**src/rtl/aer_pkg.sv**
```systemverilog
// Shared AER definitions: broadcast prefix, dispatcher states and in_addr field split.
package aer_pkg;

  localparam logic [1:0] AER_BCAST_PREFIX = 2'b01;

  typedef enum logic [1:0] {
    IDLE,
    DISPATCH,
    DRAIN,
    LINK_ACK
  } disp_state_e;

  // in_addr layout is {core_id, local_addr}; local_addr occupies the low local_w bits.
  function automatic logic [31:0] aer_core_id(input logic [31:0] addr, input int unsigned local_w);
    return addr >> local_w;
  endfunction

  function automatic logic [31:0] aer_local_addr(input logic [31:0] addr, input int unsigned local_w);
    return addr & ~({32{1'b1}} << local_w);
  endfunction

endpackage

```
**src/rtl/aer_core_event_dispatcher_decoder.sv**
```systemverilog
// Combinational target decode: broadcast detection and per-core target mask.
module aer_target_decoder #(
  parameter int unsigned CORE_NUM          = 4,
  parameter int unsigned AER_IN_CORE_WIDTH = 8,
  parameter int unsigned CORE_ID_WIDTH     = $clog2(CORE_NUM),
  parameter logic [1:0]  BCAST_PREFIX      = aer_pkg::AER_BCAST_PREFIX
) (
  input  logic [AER_IN_CORE_WIDTH-1:0] local_addr,
  input  logic [CORE_ID_WIDTH-1:0]     core_id,
  output logic [CORE_NUM-1:0]          mask,
  output logic                         is_bcast
);

  always_comb begin
    is_bcast = (local_addr[AER_IN_CORE_WIDTH-1 -: 2] == BCAST_PREFIX);
    mask     = is_bcast ? '1 : (CORE_NUM'(1) << core_id);
  end

endmodule

```
**src/rtl/aer_core_event_dispatcher.sv**
```systemverilog
// Accepts one link event at a time and fans it out to the addressed core(s)
// over per-core 4-phase handshakes sharing a single address bus.
module aer_core_event_dispatcher
  import aer_pkg::*;
#(
  parameter int unsigned CORE_NUM          = 4,
  parameter int unsigned AER_IN_CORE_WIDTH = 8,
  parameter int unsigned CORE_ID_WIDTH     = $clog2(CORE_NUM),
  parameter logic [1:0]  BCAST_PREFIX      = AER_BCAST_PREFIX
) (
  input  logic                                   clk,
  input  logic                                   rst_n,
  input  logic                                   in_req,
  input  logic [CORE_ID_WIDTH+AER_IN_CORE_WIDTH-1:0] in_addr,
  output logic                                   in_ack,
  output logic [CORE_NUM-1:0]                    core_req,
  output logic [AER_IN_CORE_WIDTH-1:0]           core_addr,
  input  logic [CORE_NUM-1:0]                    core_ack,
  output logic                                   busy,
  output logic                                   proto_err,
  output logic [15:0]                            evt_cnt,
  output logic [15:0]                            bcast_cnt
);

  logic [CORE_ID_WIDTH-1:0]     in_core_id;
  logic [AER_IN_CORE_WIDTH-1:0] in_local;
  logic [CORE_NUM-1:0]          dec_mask;
  logic                         dec_bcast;

  disp_state_e                  state_q, state_d;
  logic                         in_ack_q, in_ack_d;
  logic [CORE_NUM-1:0]          core_req_q, core_req_d;
  logic [AER_IN_CORE_WIDTH-1:0] core_addr_q, core_addr_d;
  logic [CORE_NUM-1:0]          mask_q, mask_d;
  logic [CORE_NUM-1:0]          done_q, done_d;
  logic                         bcast_q, bcast_d;
  logic                         proto_err_q, proto_err_d;
  logic [15:0]                  evt_cnt_q, evt_cnt_d;
  logic [15:0]                  bcast_cnt_q, bcast_cnt_d;

  always_comb begin
    in_core_id = CORE_ID_WIDTH'(aer_core_id(32'(in_addr), AER_IN_CORE_WIDTH));
    in_local   = AER_IN_CORE_WIDTH'(aer_local_addr(32'(in_addr), AER_IN_CORE_WIDTH));
  end

  aer_target_decoder #(
    .CORE_NUM          (CORE_NUM),
    .AER_IN_CORE_WIDTH (AER_IN_CORE_WIDTH),
    .CORE_ID_WIDTH     (CORE_ID_WIDTH),
    .BCAST_PREFIX      (BCAST_PREFIX)
  ) u_decoder (
    .local_addr (in_local),
    .core_id    (in_core_id),
    .mask       (dec_mask),
    .is_bcast   (dec_bcast)
  );

  always_comb begin
    state_d     = state_q;
    in_ack_d    = in_ack_q;
    core_req_d  = core_req_q;
    core_addr_d = core_addr_q;
    mask_d      = mask_q;
    done_d      = done_q;
    bcast_d     = bcast_q;
    evt_cnt_d   = evt_cnt_q;
    bcast_cnt_d = bcast_cnt_q;
    // mask_q is cleared in IDLE, so any ack seen there is flagged as well.
    proto_err_d = proto_err_q | (|(core_ack & ~mask_q));

    unique case (state_q)
      IDLE: begin
        if (in_req && !in_ack_q) begin
          core_addr_d = in_local;
          mask_d      = dec_mask;
          core_req_d  = dec_mask;
          done_d      = '0;
          bcast_d     = dec_bcast;
          state_d     = DISPATCH;
        end
      end
      DISPATCH: begin
        core_req_d = core_req_q & ~(core_ack & mask_q);
        done_d     = done_q | (core_ack & mask_q);
        if (done_q == mask_q) state_d = DRAIN;
      end
      DRAIN: begin
        if ((core_ack & mask_q) == '0) begin
          in_ack_d = 1'b1;
          state_d  = LINK_ACK;
        end
      end
      LINK_ACK: begin
        if (!in_req) begin
          in_ack_d  = 1'b0;
          evt_cnt_d = evt_cnt_q + 16'd1;
          if (bcast_q) bcast_cnt_d = bcast_cnt_q + 16'd1;
          mask_d    = '0;
          done_d    = '0;
          bcast_d   = 1'b0;
          state_d   = IDLE;
        end
      end
      default: state_d = IDLE;
    endcase
  end

  always_ff @(posedge clk or negedge rst_n) begin
    if (!rst_n) begin
      state_q     <= IDLE;
      in_ack_q    <= 1'b0;
      core_req_q  <= '0;
      core_addr_q <= '0;
      mask_q      <= '0;
      done_q      <= '0;
      bcast_q     <= 1'b0;
      proto_err_q <= 1'b0;
      evt_cnt_q   <= '0;
      bcast_cnt_q <= '0;
    end else begin
      state_q     <= state_d;
      in_ack_q    <= in_ack_d;
      core_req_q  <= core_req_d;
      core_addr_q <= core_addr_d;
      mask_q      <= mask_d;
      done_q      <= done_d;
      bcast_q     <= bcast_d;
      proto_err_q <= proto_err_d;
      evt_cnt_q   <= evt_cnt_d;
      bcast_cnt_q <= bcast_cnt_d;
    end
  end

  assign in_ack    = in_ack_q;
  assign core_req  = core_req_q;
  assign core_addr = core_addr_q;
  assign busy      = (state_q != IDLE);
  assign proto_err = proto_err_q;
  assign evt_cnt   = evt_cnt_q;
  assign bcast_cnt = bcast_cnt_q;

endmodule

```
**config.mk**
```make
export PLATFORM = sky130hd
export DESIGN_NAME = aer_core_event_dispatcher
export DESIGN_NICKNAME = d
export VERILOG_FILES = /design/src/rtl/aer_pkg.sv /design/src/rtl/aer_core_event_dispatcher_decoder.sv /design/src/rtl/aer_core_event_dispatcher.sv
export SDC_FILE = /design/constraint.sdc
export NUM_CORES = 1
export LEC_CHECK = 0
export ABC_CLOCK_PERIOD_IN_PS = 1700
export BUFFER_PORTS_ARGS = -buffer_cell sky130_fd_sc_hd__buf_2
export CORE_ASPECT_RATIO = 1.1
export CORE_MARGIN = 8
export CORE_UTILIZATION = 48
export DETAILED_ROUTE_END_ITERATION = 16
export PLACE_DENSITY = 0.83
export SLEW_MARGIN = 40
export SYNTH_ARGS = -nofsm -noshare
export SYNTH_HDL_FRONTEND = slang
export SYNTH_SLANG_ARGS = --single-unit
```
**constraint.sdc**
```tcl
create_clock -name clk -period 1.7 [get_ports clk]
set_clock_uncertainty 0.05 [all_clocks]
set_input_delay 0.085 -clock clk [delete_from_list [all_inputs] [get_ports clk]]
set_output_delay 0.085 -clock clk [all_outputs]
set_load 0.005 [all_outputs]
```
== After elaboration in Yosys (flattened, before gate mapping) ==
Cells that the tools add are included.
Word-level totals
  register bits: 57
  bits of input ports: 17
  word-level logic and storage cells: 65
Operators by class
  add/sub/neg operators: 2
  equal/unequal tests: 9
  shifts and indexed selects: 1
  muxes and demuxes: 17
  bitwise gates (word level): 8
  reduce and logical (&&, ||, !) cells: 18
Operator list (number)
  16-bit by 1-bit adder with 16-bit output, second input constant: 2
  4-bit 2-to-1 mux: 4
  4-bit case mux with 2 select lines: 2
  4-bit AND: 3
  4-bit case mux with 3 select lines: 1
  3-bit AND reduction: 4
  2-bit 2-to-1 mux: 4
  2-bit != test, second input constant: 4
  4-bit inverter: 2
  2-bit case mux with 4 select lines: 1
  2-bit nonzero test: 4
  2-bit AND reduction: 3
  2-bit by 1-bit == test with 1-bit output, second input constant: 2
  2-bit == test, second input constant: 2
  4-bit == test: 1
  4-bit logical NOT: 1
  4-bit OR: 1
  1-bit case mux with 2 select lines: 2
  4-bit AND reduction: 1
  4-bit OR reduction: 1
  1-bit by 2-bit << shifter with 4-bit output, first input constant: 1
  1-bit 2-to-1 mux: 3
  3-bit nonzero test: 1
  2-bit logical NOT: 1
  4 further kinds: 4

== Logic depth before layout (Yosys ltp) ==
Gate-level depths: netlist of the first run.
  word-level depth: 4
  mapped depth: 6

== Hierarchy ==
From an unflattened synthesis of the first run, not the netlist that was laid out.
Unflattened totals
  cells, all modules: 237
  area, all modules: 2741.4 um^2
Modules (own cells, without submodules)
  aer_core_event_dispatcher: times used 1, cells each 229, area an instance 2696.3 um^2
  aer_target_decoder: times used 1, cells each 8, area an instance 45.0 um^2

== Worst setup path before layout of the first run ==
No wires, ideal clock.
  kind: flip-flop to flip-flop
  start point: register state_q[0]
  end point: register state_q[1]
  setup time: 125 ps
  data arrival time: 1538 ps
  required time: 1525 ps
  path slack: -13 ps
  stages on the path, launching flop included: 6
  period minus slack after synthesis: 1713 ps
  path through: dfrtp_1 > inv_1 > ha_1 > a22o_1 > a211oi_2 > mux2_2
Between the ends
  longest elaborated chain between the ends: 3
  elaborated cells on any way between the ends: 10
  those cells by class: eq/ne (7); mux (1); reduce/logical (2)
RTL lines
  start, declared: line aer_core_event_dispatcher.sv:30  | disp_state_e state_q, state_d;
  start signal, assigned: line aer_core_event_dispatcher.sv:121  | state_q <= state_d;
  2-bit == test, or another cell as far along: line aer_core_event_dispatcher.sv:71  | unique case (state_q)
  2-bit != test (no source line)
  4-bit AND reduction (no source line)
Several ways; a longest one is shown, not always the timed one.
A chain may end at the register's enable or synchronous reset.

== Worst setup path after layout of the first run ==
  start point: register mask_q[1]
  end point: register state_q[1]
Between the ends
  longest elaborated chain between the ends: 4
  elaborated cells on any way between the ends: 6
  those cells by class: eq/ne (3); bitwise (1); reduce/logical (2)
RTL lines
  start, declared: line aer_core_event_dispatcher.sv:34  | logic [CORE_NUM-1:0] mask_q, mask_d;
  start signal, assigned: line aer_core_event_dispatcher.sv:125  | mask_q <= mask_d;
  4-bit AND: line aer_core_event_dispatcher.sv:88  | if ((core_ack & mask_q) == '0) begin
  4-bit logical NOT: line aer_core_event_dispatcher.sv:88
  2-bit != test (no source line)
  4-bit AND reduction (no source line) (*)
Mark *: on every way between the ends. The rest lies on a longest branch, timed or not.

==> flow_summary.yaml, run 1 <==
synthesis:
  synth_top_cell_area_share_pct: 53.9
  netlist_top_cells_count: "57 x dfrtp_1, 31 x xnor2_1, 16 x nand2_1"
  syn_avg_cell_area_um2: 11.6
  synth_edf_count: 0
  ys_ff_latch: 57
  ys_seq_area_share_pct: 53.9
  synth.area.top_cells: "dfrtp_1 54%, xnor2_1 10%, mux2_2 4.3%"
  syn-cell-area_mm2: 0.00265
  synth_nets: 251
  yosysMostFrequentCell: "dfrtp_1"
  yosysTopAreaCell: "dfrtp_1"
  syn_inst: 228
  yosysWarnings: 0
  synth_async_sr_flop_share_pct: 100
  synth_cell_types: 38
  synth_flop_cell: "dfrtp_1"
drt:
  vias: 2161
  drtIter0Drc: 70
  ant_nets: 0
  wire_per_inst_um: 15.4
  wirelength_um: 6220
  drtPass1Iterations: 5
  viasPerCell: 5.34
  drc: 0
clock_tree:
  worstSkewPairLatency_ps: 340
  cts.sinks: 57
  clk_pin_slew_ps: 60
  ctsLongestPathBuffers: 2
  cts_tree: "done"
  root_buffer: "clkbuf_8"
  numCtsBuffers: 9
  htreeDepth: 3
floorplanning:
  start_util_pct: 49.4
  floorplan.die_area_mm2: 0.00815
  die_y_um: 93.9
  std_cell_rows: 28
  coreArea_mm2: 0.00536
  io_pins: 64
  die_x_um: 86.8
timing:
  post-route-period-util_pct: 98.5
  final_hold_viol_count: 0
  hold_ws_ps: 2.90
  setup_viol: 0
  worst_slew_pin_slew_ps: 459
  period_needed_ps: 1670
  max_freq_ghz: 0.597
  drv_slew: 0
  slew_headroom_pct: 69.4
  totalNegativeSetupSlack_ps: 0
global_routing:
  met3_usage_pct: 4.81
  met2_usage_pct: 28.2
  grt_busiest_layer: "met2"
  grt_max_degree: 24
  antenna_found_initial: 0
  first_global_vias: 2276
  grt_overflow_total: 0
  grt_first_pass_wirelength_um: 10700
  grt.met1_usage_pct: 18.2
  grt_use_total_pct: 16.8
cells_and_area:
  multi_input_area_mm2: 0.00126
  drive_gt1_share_pct: 39.7
  final_util_pct: 66.0
  ff_latch_area_mm2: 0.00143
  fillers: 428
  nets: 349
  area_delta_synth_final_pct: 33.6
  n_antenna_cell: 0
setup_path:
  cp_data_arrival_time_ps: 1840
  cp_max_fo: 5
  cp_num_buf_inv: 0
  crit_type: "reg2reg"
  cp.required_ps: 1870
  crit_family: "flip-flops"
  cpMaxStageDelayCell: "dfrtp_2"
  path_cells: "xnor2_1, nand4_1, a211oi_4, mux2_4"
  endpoint_kind: "flop"
  slowest_delay_ps: 440
  startpoint_type: "flop"
outcome:
  outcome: "complete, no violations"
power:
  powerDensity_mw_per_mm2: 1470
  power.leakage_nw: 1.74
  irDropWorstVdd_uv: 858
placed_design:
  gp_congestion: 0.894
  io_buffers: 63
  dpl.hpwl_um: 4560
job:
  maxCapViolations: 0
worst_hold_path:
  hp-class: "in2reg"
## layer usage
metal,share of wire (%),vias up
met3,7.2,15
met4,2.4,0
li1,-,992
met1,39,1071
met5,0,-
met2,51,83
## logic make-up after synthesis
kind of cell	Yosys count	share of synthesized area, %
xor+xnor	34	11.2
compound gates	29	7.75
buf+inv	16	2.41
flops	57	53.9
simple gates	72	15.4
mux	14	6.52
fa+ha+maj	6	2.84
## layout by cell type (no fill, tap or decap), types with 2 or more instances in the layout
| cell type | synthesis | routed |
|---|---|---|
| and2_1 | 2 | 2 |
| xor2_1 | 3 | 3 |
| a31oi_1 | 4 | 4 |
| inv_1 | 14 | 11 |
| nand2b_2 | 2 | 2 |
| mux2_4 | 4 | 5 |
| buf_2 | 0 | 63 |
| xnor2_2 | 0 | 2 |
| nand4_1 | 9 | 9 |
| and4_1 | 6 | 5 |
| ha_1 | 6 | 3 |
| a2bb2oi_1 | 2 | 2 |
| dfrtp_2 | 0 | 4 |
| o22ai_1 | 4 | 3 |
| mux2_2 | 10 | 9 |
| ha_4 | 0 | 2 |
| nor2_1 | 13 | 12 |
| dfrtp_1 | 57 | 53 |
| dlygate4sd3_1 | 0 | 12 |
| clkbuf_8 | 0 | 10 |
| and3_1 | 2 | 2 |
| nand3_1 | 14 | 14 |
| buf_4 | 1 | 14 |
| inv_2 | 0 | 3 |
| nand2_1 | 16 | 16 |
| clkinv_2 | 0 | 4 |
| a21oi_1 | 10 | 10 |
| xnor2_1 | 31 | 29 |
## tightest hold or removal path, stage by stage
cell	delay, ps
buf_2	110
a222oi_1	90
nand2_1	70
## worst paths after layout
kind | endpoint | cells past startpoint | slack (ps) | start
max | state_q[1] | 4 | 30 | mask_q[1]
min | proto_err | 3 | 3 | core_ack[1]
max reg2reg | state_q[1] | 4 | 30 | mask_q[1]
min reg2reg | bcast_cnt[15] | 1 | 410 | bcast_cnt[15]
max in group asynchronous | state_q[0] | 3 | 720 | rst_n
min in group asynchronous | bcast_cnt[7] | 2 | 180 | rst_n
## power by group
group	switching [mW]	internal, mW	total, mW
clock network	0.509	0.549	1.06
registers	0.316	1.70	2.01
logic	0.970	1.15	2.12
total	1.80	3.40	5.20
## through the flow
step                total power, mW  std cells  cell area [um2]  setup slack, ps
floorplan                      3.08        228             2650             55.4
global route                   5.55        405             3540            -44.9
finish                         5.20        405             3540             25.9
global placement               3.73        376             3140             12.5
CTS                            4.98        405             3450             6.71
detailed placement             3.83        376             3140            -44.5
## registers in the layout, indices dropped and copies added, names as in the netlist
signal	count
bcast_cnt	16
evt_cnt	16
core_addr	8
core_req	4
done_q	4
mask_q	4
state_q	2
bcast_q	1
in_ack	1
proto_err	1
## final cells by class
cell class | instances | share of cell area (%)
clock buffer | 11 | 4.00
sequential | 57 | 40.5
tap | 75 | 2.65
clock inverter | 4 | 0.566
timing repair buffer | 89 | 15.3
inverter | 14 | 1.49
multi-input combinational | 155 | 35.6
## timing repair
item | 4_1_cts | 5_1_grt
hold endpoints to repair | 32 | 0
resized for setup | 3 | 21
endpoints found under the setup margin | 1 | 20
hold buffers | 13 | 0
cloned | 0 | 0
setup buffers | 1 | 1
pin swaps | 1 | 5
Power figures use the tool's default switching activity.
==> run 2, diff against run 1 <==
ABC_CLOCK_PERIOD_IN_PS = 2100   (was 1700)
CORE_UTILIZATION = 57   (was 48)
PLACE_DENSITY = 0.91   (was 0.83)
clock period = 2.1 ns   (was 1.7 ns; I/O delays follow)
==> flow_summary.yaml, run 2 (same netlist as run 1, synthesis figures left out) <==
floorplanning:
  io_pins: 64
  die_x_um: 81.0
  start_util_pct: 58.1
  std_cell_rows: 26
  coreArea_mm2: 0.00455
  floorplan.die_area_mm2: 0.00708
  die_y_um: 87.5
timing:
  totalNegativeSetupSlack_ps: 0
  drv_slew: 0
  worst_slew_pin_slew_ps: 660
  grt_setup_unrepaired: "false"
  slew_headroom_pct: 56.0
  final_hold_viol_count: 0
  hold_ws_ps: 22.2
  period_needed_ps: 1910
  setup_viol: 0
  max_freq_ghz: 0.523
  post-route-period-util_pct: 91.0
clock_tree:
  cts_hold_buffers: 11
  ctsLongestPathBuffers: 2
  cts.sinks: 57
  root_buffer: "clkbuf_8"
  htreeDepth: 3
  numCtsBuffers: 9
  worstSkewPairLatency_ps: 330
  cts-resized-gates: 0
  clk_pin_slew_ps: 60
  postCtsSetupRepairBufs: 0
  cts_tree: "done"
global_routing:
  grt_first_pass_wirelength_um: 9980
  grt_use_total_pct: 18.4
  grt_max_degree: 30
  met2_usage_pct: 30.7
  first_global_vias: 2154
  met3_usage_pct: 8.47
  grt_busiest_layer: "met2"
  grt.met1_usage_pct: 19.7
  grt_overflow_total: 0
  antenna_found_initial: 0
power:
  power.leakage_nw: 1.66
  powerDensity_mw_per_mm2: 1150
  power_mw: 3.81
  irDropWorstVdd_uv: 711
cells_and_area:
  area_delta_synth_final_pct: 25.3
  final_common_cell: "buf_2"
  drive_gt1_share_pct: 31.0
  nets: 337
  n_antenna_cell: 0
  final_cell_mix: "63 x buf_2, 57 x dfrtp_1, 31 x xnor2_1, 16 x nand2_1"
  finalInstanceArea_mm2: 0.00332
drt:
  viasPerCell: 5.60
  wire_per_inst_um: 16.4
  ant_nets: 0
  drtPass1Iterations: 4
  vias: 2084
  drc: 0
  wirelength_um: 6090
  drtIter0Drc: 159
setup_path:
  endpoint_kind: "flop"
  startpoint_type: "flop"
  cp_data_arrival_time_ps: 2080
  crit_type: "reg2reg"
  cp_max_fo: 6
  cp.required_ps: 2270
placed_design:
  dpl.hpwl_um: 4420
  io_buffers: 63
  dpl_cell_area_mm2: 0.00306
  gp_congestion: 0.931
worst_hold_path:
  hp-class: "in2reg"
outcome:
  outcome: "complete, no violations"
job:
  maxCapViolations: 0
[run 2: per-stage QoR]
stage                     std cells  worst slack (ps)  utilization [%]
final                           372               188             72.8
after global routing            372               146             72.8
after CTS                       372               195             72.8
after detailed placement        348               220             67.1
after global placement          348               327             67.1
after floorplan                 228               387                -
[run 2: area by class of cell]
class	instances	area (um2)
inverters	14	52.6
fillers	323	1240
clock buffers	12	145
multi-input cells	155	1160
flip-flops and latches	57	1430
clock inverters	1	5.00
well taps	56	70.1
repair buffers	77	460
[run 2: critical path, cell delays in order, from the launching register on]
cell	delay, ps
dfrtp_1	390
inv_1	90
ha_1	310
a22o_1	290
a211oi_2	300
mux2_2	370
[run 2: path summary, 6_finish.rpt]
kind	slack [ps]	cells past startpoint	start	end
worst max-delay path	190	5	state_q[0]	state_q[1]
worst min-delay path	20	3	core_ack[1]	done_q[1]
worst max register to register	190	5	state_q[0]	state_q[1]
worst min register to register	410	1	bcast_cnt[15]	bcast_cnt[15]
max in group asynchronous	1130	3	rst_n	core_addr[3]
min in group asynchronous	290	2	rst_n	bcast_cnt[9]
[run 2: metal layers]
metal | vias up | routed length [um]
li1 | 972 | -
met1 | 1022 | 2430
met2 | 79 | 3070
met3 | 11 | 493
met4 | 0 | 93
met5 | - | 0
[run 2: where the power goes]
group	internal, mW	switching (mW)
sequential	1.37	0.243
combinational	0.699	0.674
clock	0.439	0.388
==> run 3, diff against run 2 <==
ABC_CLOCK_PERIOD_IN_PS = 1900   (was 2100)
CORE_UTILIZATION = 53   (was 57)
PLACE_DENSITY = 0.86   (was 0.91)
clock period = 1.9 ns   (was 2.1 ns; I/O delays follow)
==> flow_summary.yaml, run 3 (same netlist as run 1, synthesis figures left out) <==
setup_path:
  cp_num_buf_inv: 0
  cpMaxStageDelayCell: "dfrtp_1"
  slowest_delay_ps: 410
  r2r-end: "state_q[1]"
  rr_startpoint: "state_q[0]"
  startpoint_type: "flop"
  endpoint_kind: "flop"
  cp_max_fo: 5
  crit_cells: 4
  crit_family: "compound AO/OA/AOI/OAI gates"
  cp_data_arrival_time_ps: 1940
  reg2reg_depth: 4
  cp.required_ps: 2070
  crit_type: "reg2reg"
  regToRegSetupSlack_ps: 130
  path_cells: "ha_1, a22o_1, a211oi_2, mux2_2"
  crit_start: "state_q[0]"
clock_tree:
  worstSkewPairLatency_ps: 330
  cts_tree: "done"
  root_buffer: "clkbuf_8"
  ctsLongestPathBuffers: 2
  numCtsBuffers: 9
  htreeDepth: 3
  cts.sinks: 57
  clk_pin_slew_ps: 60
  postCtsSetupRepairBufs: 0
drt:
  viasPerCell: 5.44
  drtPass1Iterations: 4
  vias: 2061
  drtIter0Drc: 85
  drc: 0
  ant_nets: 0
  wirelength_um: 5860
  wire_per_inst_um: 15.5
placed_design:
  gp_congestion: 0.855
  io_buffers: 63
  dpl.hpwl_um: 4210
timing:
  period_needed_ps: 1770
  worst_slew_pin_slew_ps: 585
  max_freq_ghz: 0.565
  grt_setup_unrepaired: "false"
  setup_viol: 0
  post-route-period-util_pct: 93.2
  totalNegativeSetupSlack_ps: 0
  drv_slew: 0
  final_hold_viol_count: 0
  slew_headroom_pct: 61.0
worst_hold_path:
  hold_depth: 3
  worstHoldEndpoint: "done_q[1]"
  hold_path.startpoint: "core_ack[1]"
  hp-class: "in2reg"
floorplanning:
  std_cell_rows: 27
  floorplan.die_area_mm2: 0.00752
  die_x_um: 83.4
  die_y_um: 90.1
  start_util_pct: 54.0
  io_pins: 64
  coreArea_mm2: 0.00490
cells_and_area:
  nets: 339
  area_delta_synth_final_pct: 28.9
  final_common_cell: "buf_2"
  n_antenna_cell: 0
  final_cell_mix: "63 x buf_2, 57 x dfrtp_1, 31 x xnor2_1, 16 x nand2_1"
  drive_gt1_share_pct: 32.7
  final_util_pct: 69.7
global_routing:
  grt_max_degree: 33
  grt_first_pass_wirelength_um: 9920
  grt_use_total_pct: 16.0
  grt_overflow_total: 0
  first_global_vias: 2220
  antenna_found_initial: 0
power:
  power.leakage_nw: 1.70
  irDropWorstVdd_uv: 910
  powerDensity_mw_per_mm2: 1340
outcome:
  outcome: "complete, no violations"
job:
  maxCapViolations: 0
run 3: timing repair:
action / 4_1_cts / 5_1_grt
hold endpoints to repair: 34 / 0
gates resized for setup: 0 / 1
endpoints found under the setup margin: 0 / 1
hold buffers: 11 / 0
run 3: where the power goes:
group          total [mW]  internal, mW  leakage (nW)  switching (mW)
sequential           1.77          1.51         0.752           0.260
combinational        1.54         0.803         0.837           0.741
clock                1.27         0.805         0.115           0.469
run 3: worst max-delay path by stage:
stage	endpoint	slack [ps]
2_1_floorplan	state_q[1]	190
3_3_place_gp	state_q[1]	210
3_5_place_dp	state_q[1]	150
4_1_cts	state_q[1]	140
5_1_grt	bcast_cnt[15]	40
6_report	state_q[1]	130
run 3: final cells by class:
type	instances	area, um2
Clock buffer	11	151
Clock inverter	5	77.6
Fill cell	349	1490
Inverter	14	52.6
Multi-Input combinational cell	155	1160
Sequential cell	57	1430
Tap cell	58	72.6
Timing Repair Buffer	79	475
run 3: worst min-delay path: cells and delay by family:
kind / cells / cell delay [ps]
buffers and inverters: 1 / 110
AOI/OAI and AO/OA: 1 / 80
and+or+nand+nor: 1 / 80
run 3: metrics by stage:
| stage | power (mW) | cell area [um2] | setup slack, ps | instances | hold WS, ps |
|---|---|---|---|---|---|
| after floorplan | 2.76 | 2650 | 187 | 228 | -251 |
| after global placement | 3.25 | 3070 | 212 | 352 | 71.6 |
| after detailed placement | 3.31 | 3070 | 154 | 352 | 71.8 |
| after CTS | 4.63 | 3410 | 145 | 379 | 5.53 |
| after global routing | 4.88 | 3410 | 35.8 | 379 | 34.1 |
| final | 4.59 | 3410 | 129 | 379 | 23.1 |
run 3: layer usage:
layer / wire length (um) / global-route usage (%) / vias up
li1: - / - / 987
met4: 121 / 8.36 / 0
met2: 2920 / 26.8 / 80
met3: 441 / 6.41 / 15
met1: 2380 / 16.7 / 979
met5: 0 / 0 / -
